`src/rtl/mux_arb_pkg.sv`:
```
// rtl/mux_arb_pkg.sv - shared constants, state encoding and grant encode helpers for mux4_rr_arbiter
package mux_arb_pkg;

    localparam int N_REQ = 4;
    localparam int SEL_W = 2;

    typedef enum logic {
        ST_IDLE = 1'b0,
        ST_BUSY = 1'b1
    } arb_state_t;

    // One-hot (or all-zero) grant to binary mux select
    function automatic logic [SEL_W-1:0] onehot2bin(input logic [N_REQ-1:0] oh);
        return {oh[3] | oh[2], oh[3] | oh[1]};
    endfunction

    // Binary index to one-hot grant
    function automatic logic [N_REQ-1:0] bin2onehot(input logic [SEL_W-1:0] idx);
        return N_REQ'(1) << idx;
    endfunction

endpackage

```
`src/rtl/mux4_rr_arbiter_rr_pick.sv`:
```
// rtl/mux4_rr_arbiter_rr_pick.sv - rr_pick: first set request bit at or after start, modulo 4
module rr_pick
    import mux_arb_pkg::*;
(
    input  logic [N_REQ-1:0] req,
    input  logic [SEL_W-1:0] start,
    output logic             found,
    output logic [SEL_W-1:0] idx
);

    logic [SEL_W-1:0] w_cand;

    // Scan offsets from farthest to nearest so the nearest set bit wins
    always_comb begin
        found  = 1'b0;
        idx    = start;
        w_cand = start;
        for (int k = N_REQ - 1; k >= 0; k--) begin
            w_cand = start + SEL_W'(k);
            if (req[w_cand]) begin
                found = 1'b1;
                idx   = w_cand;
            end
        end
    end

endmodule

```
`src/rtl/mux4_rr_arbiter.sv`:
```
// rtl/mux4_rr_arbiter.sv - round-robin arbiter driving a shared 4:1 data mux; optional hold timeout under ARB_TIMEOUT_EN
module mux4_rr_arbiter
    import mux_arb_pkg::*;
#(
    parameter int DATA_W   = 8,
    parameter int HOLD_MAX = 8
) (
    input  logic                    clk,
    input  logic                    rst,
    input  logic [N_REQ-1:0]        req,
    input  logic [N_REQ*DATA_W-1:0] din,
    output logic [N_REQ-1:0]        grant,
    output logic [SEL_W-1:0]        sel,
    output logic                    out_valid,
    output logic [DATA_W-1:0]       out_data
);

    arb_state_t       r_state;
    logic [SEL_W-1:0] r_ptr;
    logic [N_REQ-1:0] r_grant;

    logic [SEL_W-1:0] w_cur;
    logic [N_REQ-1:0] w_pick_req;
    logic [SEL_W-1:0] w_pick_start;
    logic             w_found;
    logic [SEL_W-1:0] w_idx;
    logic             w_release;

    assign w_cur = onehot2bin(r_grant);

    // While busy the current owner is excluded and the search starts just past it
    assign w_pick_req   = (r_state == ST_BUSY) ? (req & ~r_grant) : req;
    assign w_pick_start = (r_state == ST_BUSY) ? (w_cur + SEL_W'(1)) : r_ptr;

    rr_pick u_rr_pick (
        .req   (w_pick_req),
        .start (w_pick_start),
        .found (w_found),
        .idx   (w_idx)
    );

`ifdef ARB_TIMEOUT_EN
    localparam int HOLD_W = $clog2(HOLD_MAX + 1);

    logic [HOLD_W-1:0] r_hold;
    logic              w_hold_max;

    assign w_hold_max = (r_hold == HOLD_W'(HOLD_MAX - 1));
    assign w_release  = !req[w_cur] || (w_hold_max && w_found);

    // Hold counter: clears on each new grant, counts busy cycles, saturates at HOLD_MAX-1
    always_ff @(posedge clk or posedge rst) begin
        if (rst) begin
            r_hold <= '0;
        end else if (r_state == ST_IDLE || w_release) begin
            r_hold <= '0;
        end else if (!w_hold_max) begin
            r_hold <= r_hold + HOLD_W'(1);
        end
    end
`else
    logic w_unused_hold_max;

    assign w_unused_hold_max = (HOLD_MAX > 0);
    assign w_release         = !req[w_cur];
`endif

    // Arbitration FSM: grant on request, hand over without a bubble on release
    always_ff @(posedge clk or posedge rst) begin
        if (rst) begin
            r_state <= ST_IDLE;
            r_ptr   <= '0;
            r_grant <= '0;
        end else begin
            case (r_state)
                ST_IDLE: begin
                    if (w_found) begin
                        r_grant <= bin2onehot(w_idx);
                        r_state <= ST_BUSY;
                    end
                end
                ST_BUSY: begin
                    if (w_release) begin
                        r_ptr <= w_cur + SEL_W'(1);
                        if (w_found) begin
                            r_grant <= bin2onehot(w_idx);
                        end else begin
                            r_grant <= '0;
                            r_state <= ST_IDLE;
                        end
                    end
                end
                default: begin
                    r_state <= ST_IDLE;
                    r_grant <= '0;
                end
            endcase
        end
    end

    assign grant     = r_grant;
    assign sel       = onehot2bin(r_grant);
    assign out_valid = |r_grant;

    // Output mux on the registered select, forced to zero when idle
    always_comb begin
        out_data = '0;
        if (out_valid) begin
            case (sel)
                2'd0:    out_data = din[0*DATA_W +: DATA_W];
                2'd1:    out_data = din[1*DATA_W +: DATA_W];
                2'd2:    out_data = din[2*DATA_W +: DATA_W];
                default: out_data = din[3*DATA_W +: DATA_W];
            endcase
        end
    end

endmodule

```
`config.mk`:
```
export PLATFORM = sky130hd
export DESIGN_NAME = mux4_rr_arbiter
export DESIGN_NICKNAME = d
export VERILOG_FILES = /design/src/rtl/mux_arb_pkg.sv /design/src/rtl/mux4_rr_arbiter_rr_pick.sv /design/src/rtl/mux4_rr_arbiter.sv
export SDC_FILE = /design/constraint.sdc
export NUM_CORES = 1
export LEC_CHECK = 0
export CORE_UTILIZATION = 44
export DETAILED_ROUTE_END_ITERATION = 8
export GPL_TIMING_DRIVEN = 0
export PLACE_DENSITY = 0.94
export SLEW_MARGIN = 25
export SYNTH_ARGS = -nofsm -noshare
export SYNTH_HDL_FRONTEND = slang
export SYNTH_SLANG_ARGS = --single-unit
```
`constraint.sdc`:
```
create_clock -name clk -period 6.65 [get_ports clk]
set_input_delay 1.33 -clock clk [delete_from_list [all_inputs] [get_ports clk]]
set_output_delay 1.33 -clock clk [all_outputs]
set_load 0.005 [all_outputs]
```
==> Word level (Yosys, flattened, before mapping) <==
Index checks and enable logic that the tools add are counted.
{ "totals": {"out_inout_bits": 15, "ff_bits": 7, "in_bits": 38} }
{ "op_classes": {"n_eq_ne": 4, "order_cmp": 5, "n_addsub": 4, "bitwise": 6, "n_reduce_logical": 4, "shift": 1, "muxes": 29} }
{ "op_table": {"columns": ["op", "count"], "rows": [
  ["8-bit case mux with 3 select lines", 1],
  ["4-bit two-way mux", 4],
  ["2-bit by 3-bit less-than comparator with 1-bit output, second input constant", 5],
  ["1-bit two-way mux", 11],
  ["1-bit binary-select mux with 2-bit select", 5],
  ["2-bit two-way mux", 5],
  ["8-bit two-way mux", 1],
  ["4-bit case mux with 2 select lines", 1],
  ["2-bit by 1-bit adder with 2-bit output, second input constant", 2],
  ["2-bit adder, second input constant", 2],
  ["4-bit AND", 1],
  ["4-bit inverter", 1],
  ["2-bit AND reduction", 2],
  ["4-bit OR reduction", 1],
  ["1-bit by 2-bit << shifter with 4-bit output, first input constant", 1],
  ["2-bit by 1-bit equality test with 1-bit output, second input constant", 1],
  ["2-bit equality test, second input constant", 1],
  ["2-bit zero test", 1],
  ["2-bit by 1-bit != test with 1-bit output, second input constant", 1],
  ["2-bit != test, second input constant", 1],
  ["1-bit inverter", 2],
  ["1-bit bitwise OR", 2],
  ["1-bit case mux with 2 select lines", 1]
]} }

==> Depth between registers and ports, before layout <==
Gate-level depths: netlist of run 1.
{ "logic_depth": {"ltp_word": 14, "ltp_mapped": 12} }

==> Cells and area by module <==
A second synthesis of run 1 with hierarchy kept.
{ "hier_totals": {"cells_unflattened": 104, "hier_area_um2": 830.8} }
{ "modules_own_cells": {"columns": ["mod", "cells_each", "area_each_um2", "seq_area_each_um2", "instances"], "rows": [
  ["mux4_rr_arbiter", 88, 730.7, 175.2, 1],
  ["rr_pick", 16, 100.1, 0.0, 1]
]} }

==> Least setup slack after synthesis of run 1 <==
Ideal clock, no wire load.
{ "synth_timing": {"path_type": "input to output", "start": "input port din[16]", "end": "output port out_data[0]", "cell_stages": 2, "t_required_ps": 5320, "arrival_ps": 1709, "slack_ps": 3611, "path_buffers": 0, "path_cell_list": "a221oi_1 -> a221oi_1"} }
{ "synth_via": {"elab_chain_cells": 2} }
{ "synth_lines": {"columns": ["element", "line", "source"], "rows": [
  ["start, declared", "mux4_rr_arbiter.sv:11", "input logic [N_REQ*DATA_W-1:0] din,"],
  ["8-bit case mux with 3 select lines", "mux4_rr_arbiter.sv:109", "case (sel)"],
  ["8-bit two-way mux", "mux4_rr_arbiter.sv:108", "if (out_valid) begin"],
  ["end, declared", "mux4_rr_arbiter.sv:15", "output logic [DATA_W-1:0] out_data"]
]} }
Every way passes these cells.

==> Worst setup path after layout of run 1 <==
{ "layout_timing": {"start": "input port din[23]", "end": "output port out_data[7]"} }
Same word-level chain as after synthesis.

==> results of run 1 <==
[state kept, by name (all words and copies together), names as in the netlist]
| signal | count |
|---|---|
| grant | 4 |
| r_ptr | 2 |
| r_state | 1 |
[layer usage]
metal	up-vias	global-route usage	share of wire
met5	-	0	0
met4	0	0.0631	0.0084
met3	4	0.0774	0.12
met2	80	0.498	0.49
met1	608	0.315	0.38
li1	637	-	-
[power by group through the flow]
stage	clock [W]	sequential, W	combinational (W)
after floorplan	0	0.0000798	0.000494
after global placement	0	0.0000842	0.000693
after detailed placement	0	0.0000850	0.000726
after CTS	0.0000369	0.0000847	0.000728
after global routing	0.0000397	0.0000882	0.000799
final	0.0000359	0.0000856	0.000732
[cell type report]
class                   instances  area (um^2)
plain buffers                   7         42.5
clock buffers                   4         26.3
fillers                       185          597
inverters                      17         63.8
multi-input cells             110          795
flip-flops and latches          7          175
well taps                      28         35.0
repair buffers                 52          520
[worst register-to-register path: stages (launching register included)]
cell and delay [ns]:
dfrtp_1 0.49, or2_2 0.34, ha_1 0.33, and2_2 0.24
nor2_2 0.22, mux4_2 0.60, nand4b_2 0.12, nand2_2 0.07
a2111oi_4 0.46, a31oi_1 0.16, o221ai_1 0.20
[cells in the final DEF (no fill, tap or decap), types with 2 or more instances in the layout]
cell and count:
o22ai_1 4, dfrtp_1 7, xnor2_1 2, ha_1 2, nand2b_1 2, mux2_2 2, a221oi_1 16, mux2i_1 2
a21boi_2 2, a211o_1 2, nand2_1 20, buf_4 2, clkdlybuf4s50_1 52, a31oi_1 2, nor2_1 9, a21oi_1 7
clkbuf_4 3, clkbuf_1 3, nor2_2 2, o21ai_0 5, or2_2 3, inv_1 17
[cells by family after synthesis]
group | Yosys count
compound gates | 49
buf+inv | 24
fa+ha+maj | 2
mux | 7
simple gates | 50
xor+xnor | 2
flops | 7
[how the worst min path moves through the flow]
stage	from	endpoint	slack, ns	depth (start not counted)
3_5_place_dp	grant[0]	grant[0]	0.58	2
2_1_floorplan	grant[0]	grant[0]	0.53	2
3_3_place_gp	grant[0]	grant[0]	0.56	2
4_1_cts	grant[0]	grant[0]	0.60	2
6_report	r_ptr[1]	r_ptr[1]	0.60	2
5_1_grt	r_ptr[1]	r_ptr[1]	0.63	2
[stage by stage]
stage | cells | hold slack (ns) | instance area (um^2)
after floorplan | 141 | 0.525 | 1070
after global placement | 221 | 0.565 | 1630
after detailed placement | 221 | 0.583 | 1630
after CTS | 225 | 0.600 | 1650
after global routing | 225 | 0.632 | 1660
final | 225 | 0.595 | 1660
==> summary.txt, run 1 <==
Run status
  – Status: finished, final reports clean

Synthesis
  – Post-synth EDFFs: 0
  – Cells after Synth: 141
  – Post-synth top area cell: dfrtp_1
  – Number of synthesized register bits: 7
  – Syn nets: 181
  – Area contributors post-synth: dfrtp_1 16%, a221oi_1 13%, nand2_1 7.0%
  – Synth unique cells: 50
  – Most used DFF post-synth: dfrtp_1
  – Yosys top cell area share: 0.164
  – Warnings from Yosys: 0
  – Mux contribution to synthesized area: 0.0841
  – Post-Synth Simple-Gate Area: 0.248
  – Largest family of logic cells by synthesized area: compound AO/OA/AOI/OAI gates
  – Synth async-reset ratio: 1.00
  – Synth Area in XOR/XNOR: 0.0164
  – Adder-cell share of the synthesized area: 0.0234
  – Mean Syn Cell Area: 7.60 um^2
  – Most frequent cell after synthesis: nand2_1
  – Register area share after synthesis: 0.164
  – Compound-Gate Fraction of Synth Area: 0.366
  – Synthesized cell area: 1070 um^2
  – Top post-synthesis cells by count: 20 x nand2_1, 17 x inv_1, 16 x a221oi_1, 9 x nor2_1

GRT
  – Vias in the first global route: 1187
  – Total GRT Usage: 0.274
  – Global-route wire length before repair: 5420 um
  – Largest net degree at the start of global routing: 11
  – Initial antenna violation count: 0
  – Remaining Overflow, GRT: 0

Timing
  – Fmax: 0.240 GHz
  – Tmin final: 4.17 ns
  – Setup violators final: 0
  – Slew Viols, Final: 0
  – Endpoints failing hold: 0
  – Max transition margin: 0.621
  – Sum Neg Setup Slack: 0 ns
  – RSZ-0062 raised after global routing: no
  – Final period util: 0.627
  – Layout Skew: 0.00677 ns
  – Worst-margin pin slew: 0.566 ns
  – Final worst slack: 2.48 ns

Setup path
  – Levels on crit path: 4
  – Arrival @ worst endpoint: 2.84 ns
  – CP endpoint kind: primary output
  – Startpoint types: primary input
  – WP buf/inv: 2
  – WP data required: 5.32 ns
  – R2R cell count: 10
  – Max stage delay cell, worst path: clkdlybuf4s50_1
  – Worst r2r dst: grant[3]
  – Crit-path leading delay family: buffers and inverters
  – Worst Setup EP: out_data[7]
  – Critical path's largest stage delay: 0.58 ns
  – Worst Setup Path Type: in -> out
  – CP max FO: 1
  – Flop2flop setup slack: 3.33 ns
  – Critical path, cell by cell: clkdlybuf4s50_1, a221oi_1, a221oi_1, clkdlybuf4s50_1
  – Crit path from: din[23]
  – Reg-to-reg critical path startpoint: grant[3]

Drt
  – Final wirelength: 3450 um
  – Drt wl/cell: 15.3 um
  – Antenna-violating nets left: 0
  – Routed vias: 1329
  – Post-route DRC: 0
  – Via-to-Cell Ratio: 5.91
  – Iter 0 DRT Violations: 45
  – DR pass1 iterations: 4

Power and ir drop
  – Sequential share of power: 0.100
  – Clock network power share: 0.042
  – Pint: 0.000444 W
  – VDD IR max: 408 uV
  – Gate power share: 0.858
  – Switching Fraction: 0.480
  – P_sw: 0.000409 W
  – Cell area power density: 515 nW/um^2
  – Pwr Total: 0.000853 W
  – LEAKAGE: 0.683 nW

Finish
  – Layout cells sized above 1: 0.137
  – Synth-to-Final Area Change: 54.8%
  – Final #Nets: 238
  – Antenna fix cells: 0
  – Final core occ: 0.735

Job
  – Maxcap violations: 0

Die
  – Die width: 51.3 um
  – Initial Util: 0.475
  – Core footprint: 2250 um^2
  – Placement row count: 17
  – Total Die Area: 2640 um^2
  – Die H: 51.3 um
  – Ports: 53

Placement
  – Dpl hpwl: 2770 um
  – DP Worst Slack: 2.49 ns
  – PortBufs: 52
  – Routability cong.: 0.855

Hold path
  – Worst hold path class: reg -> reg

Clocking
  – H-tree levels: 1
  – Clk sinks: 7
  – Clock Path Buffers: 2
  – Post-CTS resize count: 0
  – TritonCTS clock tree: yes
  – Clock Latency Late Sink: 0.24 ns
  – Clock Root Buffer: clkbuf_4
  – Postcts setup bufs: 0
  – CTS Buf Count: 3
  – Worst-path clk slew: 0.04 ns
  – CTS Hold Buffers Added: 0
Power figures use the tool's default switching activity.
==> run 2: changes to the inputs <==
CORE_UTILIZATION = 37   (was 44)
PLACE_DENSITY = 0.85   (was 0.94)
clock period = 3.48 ns   (was 6.65 ns; I/O delays follow)
==> summary.txt, run 2 (synthesis results as in run 1) <==
Die
  – Initial Util: 0.388
  – Core footprint: 2760 um^2
  – Total Die Area: 3110 um^2
  – Ports: 53
  – Die H: 55.8 um
  – Die width: 55.8 um
  – Placement row count: 19

Timing
  – Endpoints failing hold: 0
  – Layout Skew: 0.00511 ns
  – Max transition margin: 0.593
  – Tmin final: 3.29 ns
  – Fmax: 0.304 GHz
  – Worst-margin pin slew: 0.608 ns
  – RSZ-0062 raised after global routing: no
  – Sum Neg Setup Slack: 0 ns
  – Final period util: 0.945
  – Slew Viols, Final: 0
  – Setup violators final: 0

Finish
  – Synth-to-Final Area Change: 55.7%
  – Fillers: 227
  – Final core occ: 0.605
  – Final #Nets: 238
  – Most frequent cells in the layout: 52 x clkdlybuf4s50_1, 20 x nand2_1, 17 x inv_1
  – Max FFs per register: 4
  – Commonest non-fill, non-tap cell in the layout: clkdlybuf4s50_1
  – Layout cells sized above 1: 0.152
  – Antenna fix cells: 0

Clocking
  – H-tree levels: 1
  – Clock Path Buffers: 2
  – Worst-path clk slew: 0.05 ns
  – Post-CTS resize count: 0
  – CTS Hold Buffers Added: 0
  – Clock Latency Late Sink: 0.26 ns
  – Clock Root Buffer: clkbuf_4
  – CTS Buf Count: 3
  – Postcts setup bufs: 0
  – Clk sinks: 7
  – TritonCTS clock tree: yes

Power and ir drop
  – P_sw: 0.000782 W
  – Cell area power density: 979 nW/um^2
  – LEAKAGE: 0.686 nW
  – Gate power share: 0.854
  – Clock network power share: 0.046
  – Switching Fraction: 0.479
  – Sequential share of power: 0.100
  – Pint: 0.000851 W
  – VDD IR max: 611 uV

GRT
  – Vias in the first global route: 1206
  – Remaining Overflow, GRT: 0
  – Largest net degree at the start of global routing: 11
  – Total GRT Usage: 0.214
  – Global-route wire length before repair: 5460 um
  – Initial antenna violation count: 0

Drt
  – Post-route DRC: 0
  – Final wirelength: 3340 um
  – Iter 0 DRT Violations: 74
  – Antenna-violating nets left: 0
  – Detail Route met2 WL: 1580 um
  – Via-to-Cell Ratio: 5.71
  – Drt wl/cell: 14.6 um
  – Met1 WL: 1450 um
  – Routed vias: 1302
  – Met3 wire length: 290 um
  – DR pass1 iterations: 4
  – Highest metal used: met4

Setup path
  – CP endpoint kind: register
  – Startpoint types: register
  – Arrival @ worst endpoint: 3.45 ns
  – CP max FO: 6
  – Worst Setup Path Type: reg -> reg
  – WP data required: 3.64 ns

Placement
  – PortBufs: 52
  – Routability cong.: 0.854
  – Dpl hpwl: 2530 um

Hold path
  – Worst hold path class: reg -> reg

Run status
  – Status: finished, final reports clean

Job
  – Maxcap violations: 0
-- run 2: path summary, 6_finish.rpt --
path / from / endpoint / slack, ns / cells after the start
max reg2reg: grant[3] / grant[3] / 0.19 / 10
max in group asynchronous: rst / grant[3] / 2.62 / 2
min in group asynchronous: rst / grant[1] / 0.65 / 2
min: r_ptr[1] / r_ptr[1] / 0.59 / 2
min reg2reg: r_ptr[1] / r_ptr[1] / 0.59 / 2
max: grant[3] / grant[3] / 0.19 / 10
-- run 2: per-layer routing --
metal | track usage | vias up
li1 | - | 635
met1 | 0.273 | 595
met2 | 0.368 | 68
met3 | 0.0558 | 4
met4 | 0.0357 | 0
met5 | 0 | -
-- run 2: power by group through the flow --
stage               logic [W]  registers [W]  clock network, W
finish                0.00139       0.000163         0.0000753
global route          0.00154       0.000168         0.0000833
CTS                   0.00138       0.000162         0.0000785
detailed placement    0.00138       0.000163                 0
global placement      0.00133       0.000161                 0
floorplan            0.000943       0.000152                 0
-- run 2: cell type report --
type                       instances  area, um^2  area share
buffer                             7        43.8      0.0263
clock buffer                       4        26.3      0.0158
inverter                          17        63.8      0.0383
multi-input combinational        110         800       0.479
sequential                         7         175       0.105
tap                               31        38.8      0.0233
timing repair buffer              52         520       0.312
-- run 2: worst max-delay path: stages, from the launching register on --
cell and delay [ns]:
dfrtp_1 0.49, or2_2 0.34, ha_1 0.32, and2_2 0.23, nor2_2 0.22, mux4_2 0.60, nand4b_2 0.12, nand2_2 0.07
a2111oi_4 0.47, a31oi_1 0.14, o221ai_1 0.20
-- run 2: through the flow --
stage          instances  worst slack (ns)  hold WS [ns]  cell area [um^2]  total power [W]
4_1_cts              228            0.0704         0.605              1660          0.00162
6_report             228             0.193         0.594              1670          0.00163
2_1_floorplan        141             0.499         0.499              1070          0.00110
3_5_place_dp         224             0.211         0.598              1630          0.00154
3_3_place_gp         224             0.277         0.569              1630          0.00149
5_1_grt              228           0.00375         0.647              1670          0.00179
